### src/rtl/mem_port_arbiter.sv
// Two-requester arbiter sharing a single-port synchronous-read memory between the
// core and the debug port, with a starvation limit that guarantees debug progress.
module mem_port_arbiter #(
  parameter int AW         = 6,
  parameter int DW         = 16,
  parameter int STARVE_MAX = 4
) (
  input  logic          clk,
  input  logic          rst,
  input  logic          core_req,
  input  logic          core_we,
  input  logic [AW-1:0] core_addr,
  input  logic [DW-1:0] core_wdata,
  output logic          core_gnt,
  output logic          core_rvalid,
  output logic [DW-1:0] core_rdata,
  input  logic          dbg_req,
  input  logic          dbg_we,
  input  logic [AW-1:0] dbg_addr,
  input  logic [DW-1:0] dbg_wdata,
  output logic          dbg_gnt,
  output logic          dbg_rvalid,
  output logic [DW-1:0] dbg_rdata,
  output logic          mem_en,
  output logic          mem_we,
  output logic [AW-1:0] mem_addr,
  output logic [DW-1:0] mem_wdata,
  input  logic [DW-1:0] mem_rdata
);

  localparam logic [1:0] IDLE = 2'd0;
  localparam logic [1:0] BUSY = 2'd1;
  localparam logic [1:0] RESP = 2'd2;
  localparam logic [3:0] STARVE_LIM = 4'(STARVE_MAX);

  logic [1:0]    state_q, state_d;
  logic [3:0]    starve_q, starve_d;
  logic          own_dbg_q, own_dbg_d;   // owner of the access in flight
  logic          rd_q, rd_d;             // access in flight is a read
  logic          core_gnt_q, core_gnt_d;
  logic          dbg_gnt_q, dbg_gnt_d;
  logic          core_rvalid_q, core_rvalid_d;
  logic          dbg_rvalid_q, dbg_rvalid_d;
  logic [DW-1:0] dbg_rdata_q, dbg_rdata_d;
  logic          mem_en_q, mem_en_d;
  logic          mem_we_q, mem_we_d;
  logic [AW-1:0] mem_addr_q, mem_addr_d;
  logic [DW-1:0] mem_wdata_q, mem_wdata_d;
  logic          arb;
  logic          dbg_win;

  assign arb     = (state_q == IDLE) || (state_q == RESP);
  assign dbg_win = dbg_req && (!core_req || (starve_q == STARVE_LIM));

  always_comb begin
    state_d       = state_q;
    starve_d      = starve_q;
    own_dbg_d     = own_dbg_q;
    rd_d          = rd_q;
    core_gnt_d    = 1'b0;
    dbg_gnt_d     = 1'b0;
    core_rvalid_d = 1'b0;
    dbg_rvalid_d  = 1'b0;
    dbg_rdata_d   = dbg_rdata_q;
    mem_en_d      = 1'b0;
    mem_we_d      = 1'b0;
    mem_addr_d    = mem_addr_q;
    mem_wdata_d   = mem_wdata_q;

    case (state_q)
      BUSY: begin
        state_d       = RESP;
        core_rvalid_d = !own_dbg_q && rd_q;
      end
      RESP: begin
        // mem_rdata is valid during RESP; debug keeps a registered copy
        if (own_dbg_q && rd_q) begin
          dbg_rdata_d  = mem_rdata;
          dbg_rvalid_d = 1'b1;
        end
      end
      IDLE: ;
      default: state_d = IDLE;
    endcase

    if (arb) begin
      if (core_req || dbg_req) begin
        state_d   = BUSY;
        mem_en_d  = 1'b1;
        own_dbg_d = dbg_win;
        if (dbg_win) begin
          mem_we_d    = dbg_we;
          mem_addr_d  = dbg_addr;
          mem_wdata_d = dbg_wdata;
          rd_d        = !dbg_we;
          dbg_gnt_d   = 1'b1;
        end else begin
          mem_we_d    = core_we;
          mem_addr_d  = core_addr;
          mem_wdata_d = core_wdata;
          rd_d        = !core_we;
          core_gnt_d  = 1'b1;
        end
      end else begin
        state_d = IDLE;
      end
      // Counts core wins over a waiting debug request, saturating at the limit
      if (!dbg_req || dbg_win) starve_d = 4'd0;
      else if (starve_q != STARVE_LIM) starve_d = starve_q + 4'd1;
    end
  end

  always_ff @(posedge clk or negedge rst) begin
    if (!rst) begin
      state_q       <= IDLE;
      starve_q      <= 4'd0;
      own_dbg_q     <= 1'b0;
      rd_q          <= 1'b0;
      core_gnt_q    <= 1'b0;
      dbg_gnt_q     <= 1'b0;
      core_rvalid_q <= 1'b0;
      dbg_rvalid_q  <= 1'b0;
      dbg_rdata_q   <= '0;
      mem_en_q      <= 1'b0;
      mem_we_q      <= 1'b0;
      mem_addr_q    <= '0;
      mem_wdata_q   <= '0;
    end else begin
      state_q       <= state_d;
      starve_q      <= starve_d;
      own_dbg_q     <= own_dbg_d;
      rd_q          <= rd_d;
      core_gnt_q    <= core_gnt_d;
      dbg_gnt_q     <= dbg_gnt_d;
      core_rvalid_q <= core_rvalid_d;
      dbg_rvalid_q  <= dbg_rvalid_d;
      dbg_rdata_q   <= dbg_rdata_d;
      mem_en_q      <= mem_en_d;
      mem_we_q      <= mem_we_d;
      mem_addr_q    <= mem_addr_d;
      mem_wdata_q   <= mem_wdata_d;
    end
  end

  assign core_gnt    = core_gnt_q;
  assign dbg_gnt     = dbg_gnt_q;
  assign core_rvalid = core_rvalid_q;
  assign core_rdata  = mem_rdata;
  assign dbg_rvalid  = dbg_rvalid_q;
  assign dbg_rdata   = dbg_rdata_q;
  assign mem_en      = mem_en_q;
  assign mem_we      = mem_we_q;
  assign mem_addr    = mem_addr_q;
  assign mem_wdata   = mem_wdata_q;

endmodule

### config.mk
export PLATFORM = sky130hd
export DESIGN_NAME = mem_port_arbiter
export DESIGN_NICKNAME = d
export VERILOG_FILES = /design/src/rtl/mem_port_arbiter.sv
export SDC_FILE = /design/constraint.sdc
export NUM_CORES = 1
export LEC_CHECK = 0
export BUFFER_PORTS_ARGS = -buffer_cell sky130_fd_sc_hd__clkbuf_2
export CAP_MARGIN = 20
export CORE_UTILIZATION = 35
export CTS_BUF_LIST = sky130_fd_sc_hd__clkbuf_8
export DETAILED_ROUTE_END_ITERATION = 16
export PLACE_DENSITY = 0.68
export REMOVE_ABC_BUFFERS = 1
export SKIP_LAST_GASP = 1
export SLEW_MARGIN = 20
export SYNTH_ARGS = -nofsm -noshare
export SYNTH_HDL_FRONTEND = slang
export SYNTH_SLANG_ARGS = --single-unit
### constraint.sdc
create_clock -name clk -period 2 [get_ports clk]
set_clock_uncertainty 0.15 [all_clocks]
set_input_delay 0.2 -clock clk [delete_from_list [all_inputs] [get_ports clk]]
set_output_delay 0.2 -clock clk [all_outputs]
set_load 0.02 [all_outputs]
==> Word level (Yosys, flattened, before mapping) <==
Cells that the tools add are included.
{ "totals": {"register_bits": 52} }
{ "classes": {"mux": 22, "addsub": 1, "n_reduce_logical": 18, "eq_ne": 5} }
{ "op_table": {"columns": ["cell", "n"], "rows": [
  ["1-bit 2-to-1 mux", 16],
  ["16-bit 2-to-1 mux", 1],
  ["4-bit 2-to-1 mux", 2],
  ["6-bit 2-to-1 mux", 1],
  ["2-bit AND reduction", 3],
  ["1-bit logical NOT", 5],
  ["4-bit by 1-bit adder with 4-bit output (second input constant)", 1],
  ["4-bit by 3-bit == test with 1-bit output (second input constant)", 1],
  ["1-bit logical OR", 4],
  ["4-bit by 3-bit inequality test with 1-bit output (second input constant)", 1],
  ["2-bit one-hot mux with 2 select lines", 1],
  ["1-bit logical AND", 3],
  ["2-bit by 1-bit == test with 1-bit output (second input constant)", 1],
  ["2-bit == test (second input constant)", 1],
  ["2-bit logical NOT", 1],
  ["2-bit 2-to-1 mux", 1],
  ["2-bit by 1-bit inequality test with 1-bit output (second input constant)", 1],
  ["2-bit nonzero test", 1],
  ["2-bit OR reduction", 1]
]} }

==> Longest topological paths before layout <==
{ "depth": {"depth_word": 6, "depth_mapped": 7, "ltp_nobuf": 5} }

==> Worst setup path after synthesis <==
No wires, ideal clock.
{ "synth_path": {"path_type": "register to register", "startpoint": "register state_q[0]", "endpoint": "register dbg_rdata_q[10], in the netlist dbg_rdata[10]", "required_time_ns": 1.725, "path_buffers": 2, "stages_incl_launch_ff": 6, "setup_slack_ns": 0.367, "setup_ns": 0.125, "t_arrival_ns": 1.358, "cell_sequence": "dfrtp_1 -> buf_2 -> inv_4 -> nand4_4 -> buf_4 -> mux2_2"} }
{ "synth_via": {"elab_chain_cells": 2} }
{ "synth_lines": {"columns": ["element", "line", "rtl"], "rows": [
  ["from (decl)", "36", "logic [1:0] state_q, state_d;"],
  ["from (signal assigned)", "129", "state_q <= state_d;"],
  ["2-bit == test", "70", "case (state_q)"],
  ["2-bit AND reduction (no line)", null, null],
  ["to (signal assigned)", "137", "dbg_rdata_q <= dbg_rdata_d;"],
  ["to (decl)", "44", "logic [DW-1:0] dbg_rdata_q, dbg_rdata_d;"]
]} }
Every way passes these cells.
A chain may end at the register's enable or synchronous reset.

==> Final worst setup path <==
{ "layout_path": {"startpoint": "register starve_q[1]", "endpoint": "register mem_wdata_q[0], in the netlist mem_wdata[0]"} }
{ "layout_via": {"elab_chain_cells": 4} }
{ "layout_lines": {"columns": ["element", "line", "rtl"], "rows": [
  ["from (decl)", "37", "logic [3:0] starve_q, starve_d;"],
  ["from (signal assigned)", "130", "starve_q <= starve_d;"],
  ["4-bit by 3-bit == test with 1-bit output", "53", "assign dbg_win = dbg_req && (!core_req || (starve_q == STARVE_LIM));"],
  ["1-bit logical OR", "53", null],
  ["1-bit logical AND", "53", null],
  ["16-bit 2-to-1 mux", "91", "if (dbg_win) begin"],
  ["to (signal assigned)", "141", "mem_wdata_q <= mem_wdata_d;"],
  ["to (decl)", "48", "logic [DW-1:0] mem_wdata_q, mem_wdata_d;"]
]} }
Every way passes these cells.

==> summary.md <==
| Metric | Value |
|---|---|
| Outcome | `finished, final reports clean` |
| Post-synthesis register bit count | `51` |
| Final setup viols | `0` |
| Largest net degree at the start of global routing | `32` |
| Total gr overflow | `0` |
| Share of layout cells above drive strength 1 | `0.488` |
| Power per cell area | `around 900 nW/µm²` |
| Gp weighted congestion | `around 0.83` |
| Number of global-route vias before repair | `between 2,000 and 2,500` |
| Initial antenna violation count | `0` |
| Most frequent cell after synthesis | `dfrtp_1` |
| Dominant cells by area after synthesis | `dfrtp_1 (51%), o211ai_2 (9.0%), mux2_2 (7.7%)` |
| Placed Area | `3110 µm²` |
| Rows | `30` |
| Setup crit start kind | `flop` |
| Multi-input logic area | `around 1000 µm²` |
| Die Width | `between 80 and 90 µm` |
| FMAX | `around 0.56 GHz` |
| Avg WL per Cell | `~14 µm` |
| TritonCTS clock tree | `yes` |
| CTS root buffer | `clkbuf_8` |
| Drt via density | `between 4 and 5` |
| Height of the die | `between 80 and 90 µm` |
| Worst Path Class, Setup | `reg2reg` |
| Sequential cell area | `approximately 1300 µm²` |
| Most common library cells after synthesis | `dfrtp_1 (51), nand2_1 (46), nand4_1 (22), o211ai_2 (18)` |
| Total number of H-tree levels | `2` |
| PostCTS Resize Cnt | `0` |
| Largest area contributor in the netlist | `dfrtp_1` |
| Maximum VDD drop | `between 300 and 400 µV` |
| Most common flop cell mapped by yosys | `dfrtp_1` |
| Max Slew Vio Count | `0` |
| First-iteration detailed-routing DRC count | `roughly 120` |
| TritonCTS Buffers | `5` |
| Initial core utilization | `0.364` |
| Core ar. | `around 6800 µm²` |
| Via count | `2,258` |
| Die footprint | `~7500 µm²` |
| Final-report hold violation count | `0` |
| Crit-path cells | `inv_1 -> ha_1 -> nand4b_4 -> and2_1 -> buf_12 -> o211ai_1` |
| Async set-reset flop share out of synthesis | `1.00` |
| Worst slew pin tran | `0.568 ns` |
| Post-route clock period utilization | `0.900` |
| # hold bufs at CTS | `45` |
| DRC Markers | `0` |
| Syn Area/Cell | `11.2 µm²` |
| Top cell type's share of synthesized area | `0.513` |
| Crit path largest cell delay | `~0.41 ns` |
| Design Area, Final | `approximately 3600 µm²` |
| CTS clk-pin slew, worst paths | `around 0.10 ns` |
| Critical Path End Type | `flop` |
| PortBufs | `~130` |
| Remaining antenna violation count after routing | `0` |
| Static Leak | `1.85 nW` |
| Setup Buffers After CTS | `0` |
| WP data arrival | `approximately 1.8 ns` |
| Synthesized instance count | `between 200 and 250` |
| First-pass GRT wire length | `between 10,000 and 15,000 µm` |
| Gr usage total | `0.183` |
| Post-synthesis sequential area ratio | `0.513` |
| Crit-path slowest cell | `dfrtp_1` |
| Max Cap Viol | `0` |
| Yosys Warn Count | `0` |
| Worst slew margin | `0.622` |
| Area delta synth->final | `46.5%` |
| # diodes | `0` |
| Hold WC Path Type | `in2reg` |
| Filler cells | `between 600 and 700` |
| Clk_lat worst skew | `around 0.3 ns` |
| HPWL after detailed placement | `4310 µm` |
| Clock tree buffer depth | `2` |
| Crit Path Max Fanout | `18` |
| Nets | `approximately 440` |
| Post-synth cell types | `33` |
| I/O pin total | `between 100 and 150` |
| Fin Hold WS | `0.00312 ns` |
| Crit path time final | `~1.8 ns` |
| Synth Cell Area | `approximately 2500 µm²` |
| Post-synth EDFFs | `0` |
| Routed wire length | `roughly 6700 µm` |
| Drt pass-1 iters | `4` |
| WP data required | `2.03 ns` |
| RSZ-0062 raised after global routing | `no` |
| CTS sink cnt | `51` |
layer usage:
metal / share of wire / vias up / track usage
li1: - / 1072 / -
met1: 0.40 / 1102 / 0.219
met2: 0.53 / 71 / 0.326
met3: 0.043 / 13 / 0.0333
met4: 0.022 / 0 / 0.0727
met5: 0 / - / 0
report_power, final:
group / internal, mW / leakage (nW) / total, mW / switching (mW)
Combinational: 0.526 / 1.18 / 1.26 / 0.735
Sequential: 1.30 / 0.630 / 1.44 / 0.143
Clock: 0.244 / 0.0402 / 0.589 / 0.345
final timing paths:
kind,startpoint,end,slack [ns],cells past startpoint
max,starve_q[1],mem_wdata[0],0.20,6
min,core_wdata[9],mem_wdata[9],0.003,3
max reg2reg,starve_q[1],mem_wdata[0],0.20,6
min reg2reg,mem_wdata[7],mem_wdata[7],0.36,2
max in group asynchronous,rst,mem_wdata[6],0.86,3
min in group asynchronous,rst,dbg_rdata[14],0.27,2
state kept, by name, indices dropped and copies added (netlist names):
signal       flops
mem_addr         6
dbg_gnt          1
core_rvalid      1
rd_q             1
mem_we           1
state_q          2
core_gnt         1
starve_q         4
own_dbg_q        1
mem_wdata       16
dbg_rvalid       1
dbg_rdata       16
cells in the final DEF, fill, tap and decap left out, types with 3 or more instances in the layout:
master | synthesis | final
clkbuf_2 | 0 | 125
dfrtp_1 | 51 | 51
nand2_1 | 46 | 46
dlygate4sd3_1 | 0 | 45
nand4_1 | 22 | 22
o211ai_2 | 18 | 18
mux2_2 | 17 | 17
clkbuf_8 | 0 | 5
buf_4 | 17 | 5
o211ai_1 | 4 | 4
inv_1 | 3 | 3
nor2_1 | 3 | 3
through the flow:
step	power (mW)	std cells	setup slack, ns	setup TNS [ns]	util
after floorplan	2.15	190	-0.121	-1.85	-
after global placement	2.64	418	0.276	0	0.455
after detailed placement	2.66	418	0.185	0	0.455
after CTS	3.32	471	0.179	0	0.534
after global routing	3.51	471	0.0644	0	0.534
final	3.29	471	0.199	0	0.534
critical path: cells and delay by family, from the launching register on:
family,cells,cell delay (ns)
DFF,1,0.41
buffers and inverters,2,0.30
AOI/OAI and AO/OA,1,0.12
and+or+nand+nor,2,0.47
adders and majority gates,1,0.22
kinds of logic after synthesis:
| logic type | count (synthesis) | share of synthesized area |
|---|---|---|
| and+or+nand+nor | 82 | 0.171 |
| DFF | 51 | 0.513 |
| buffers and inverters | 37 | 0.0910 |
| AOI/OAI and AO/OA | 33 | 0.138 |
| muxes | 17 | 0.0769 |
| adders and majority gates | 2 | 0.0101 |
area by class of cell:
class,count,area share
sequential,51,0.350
tap,96,0.0329
timing repair buffer,177,0.316
clock buffer,5,0.0189
multi-input combinational,134,0.270
inverter,5,0.00583
clock inverter,3,0.00549
(Power assumes the default switching activity.)
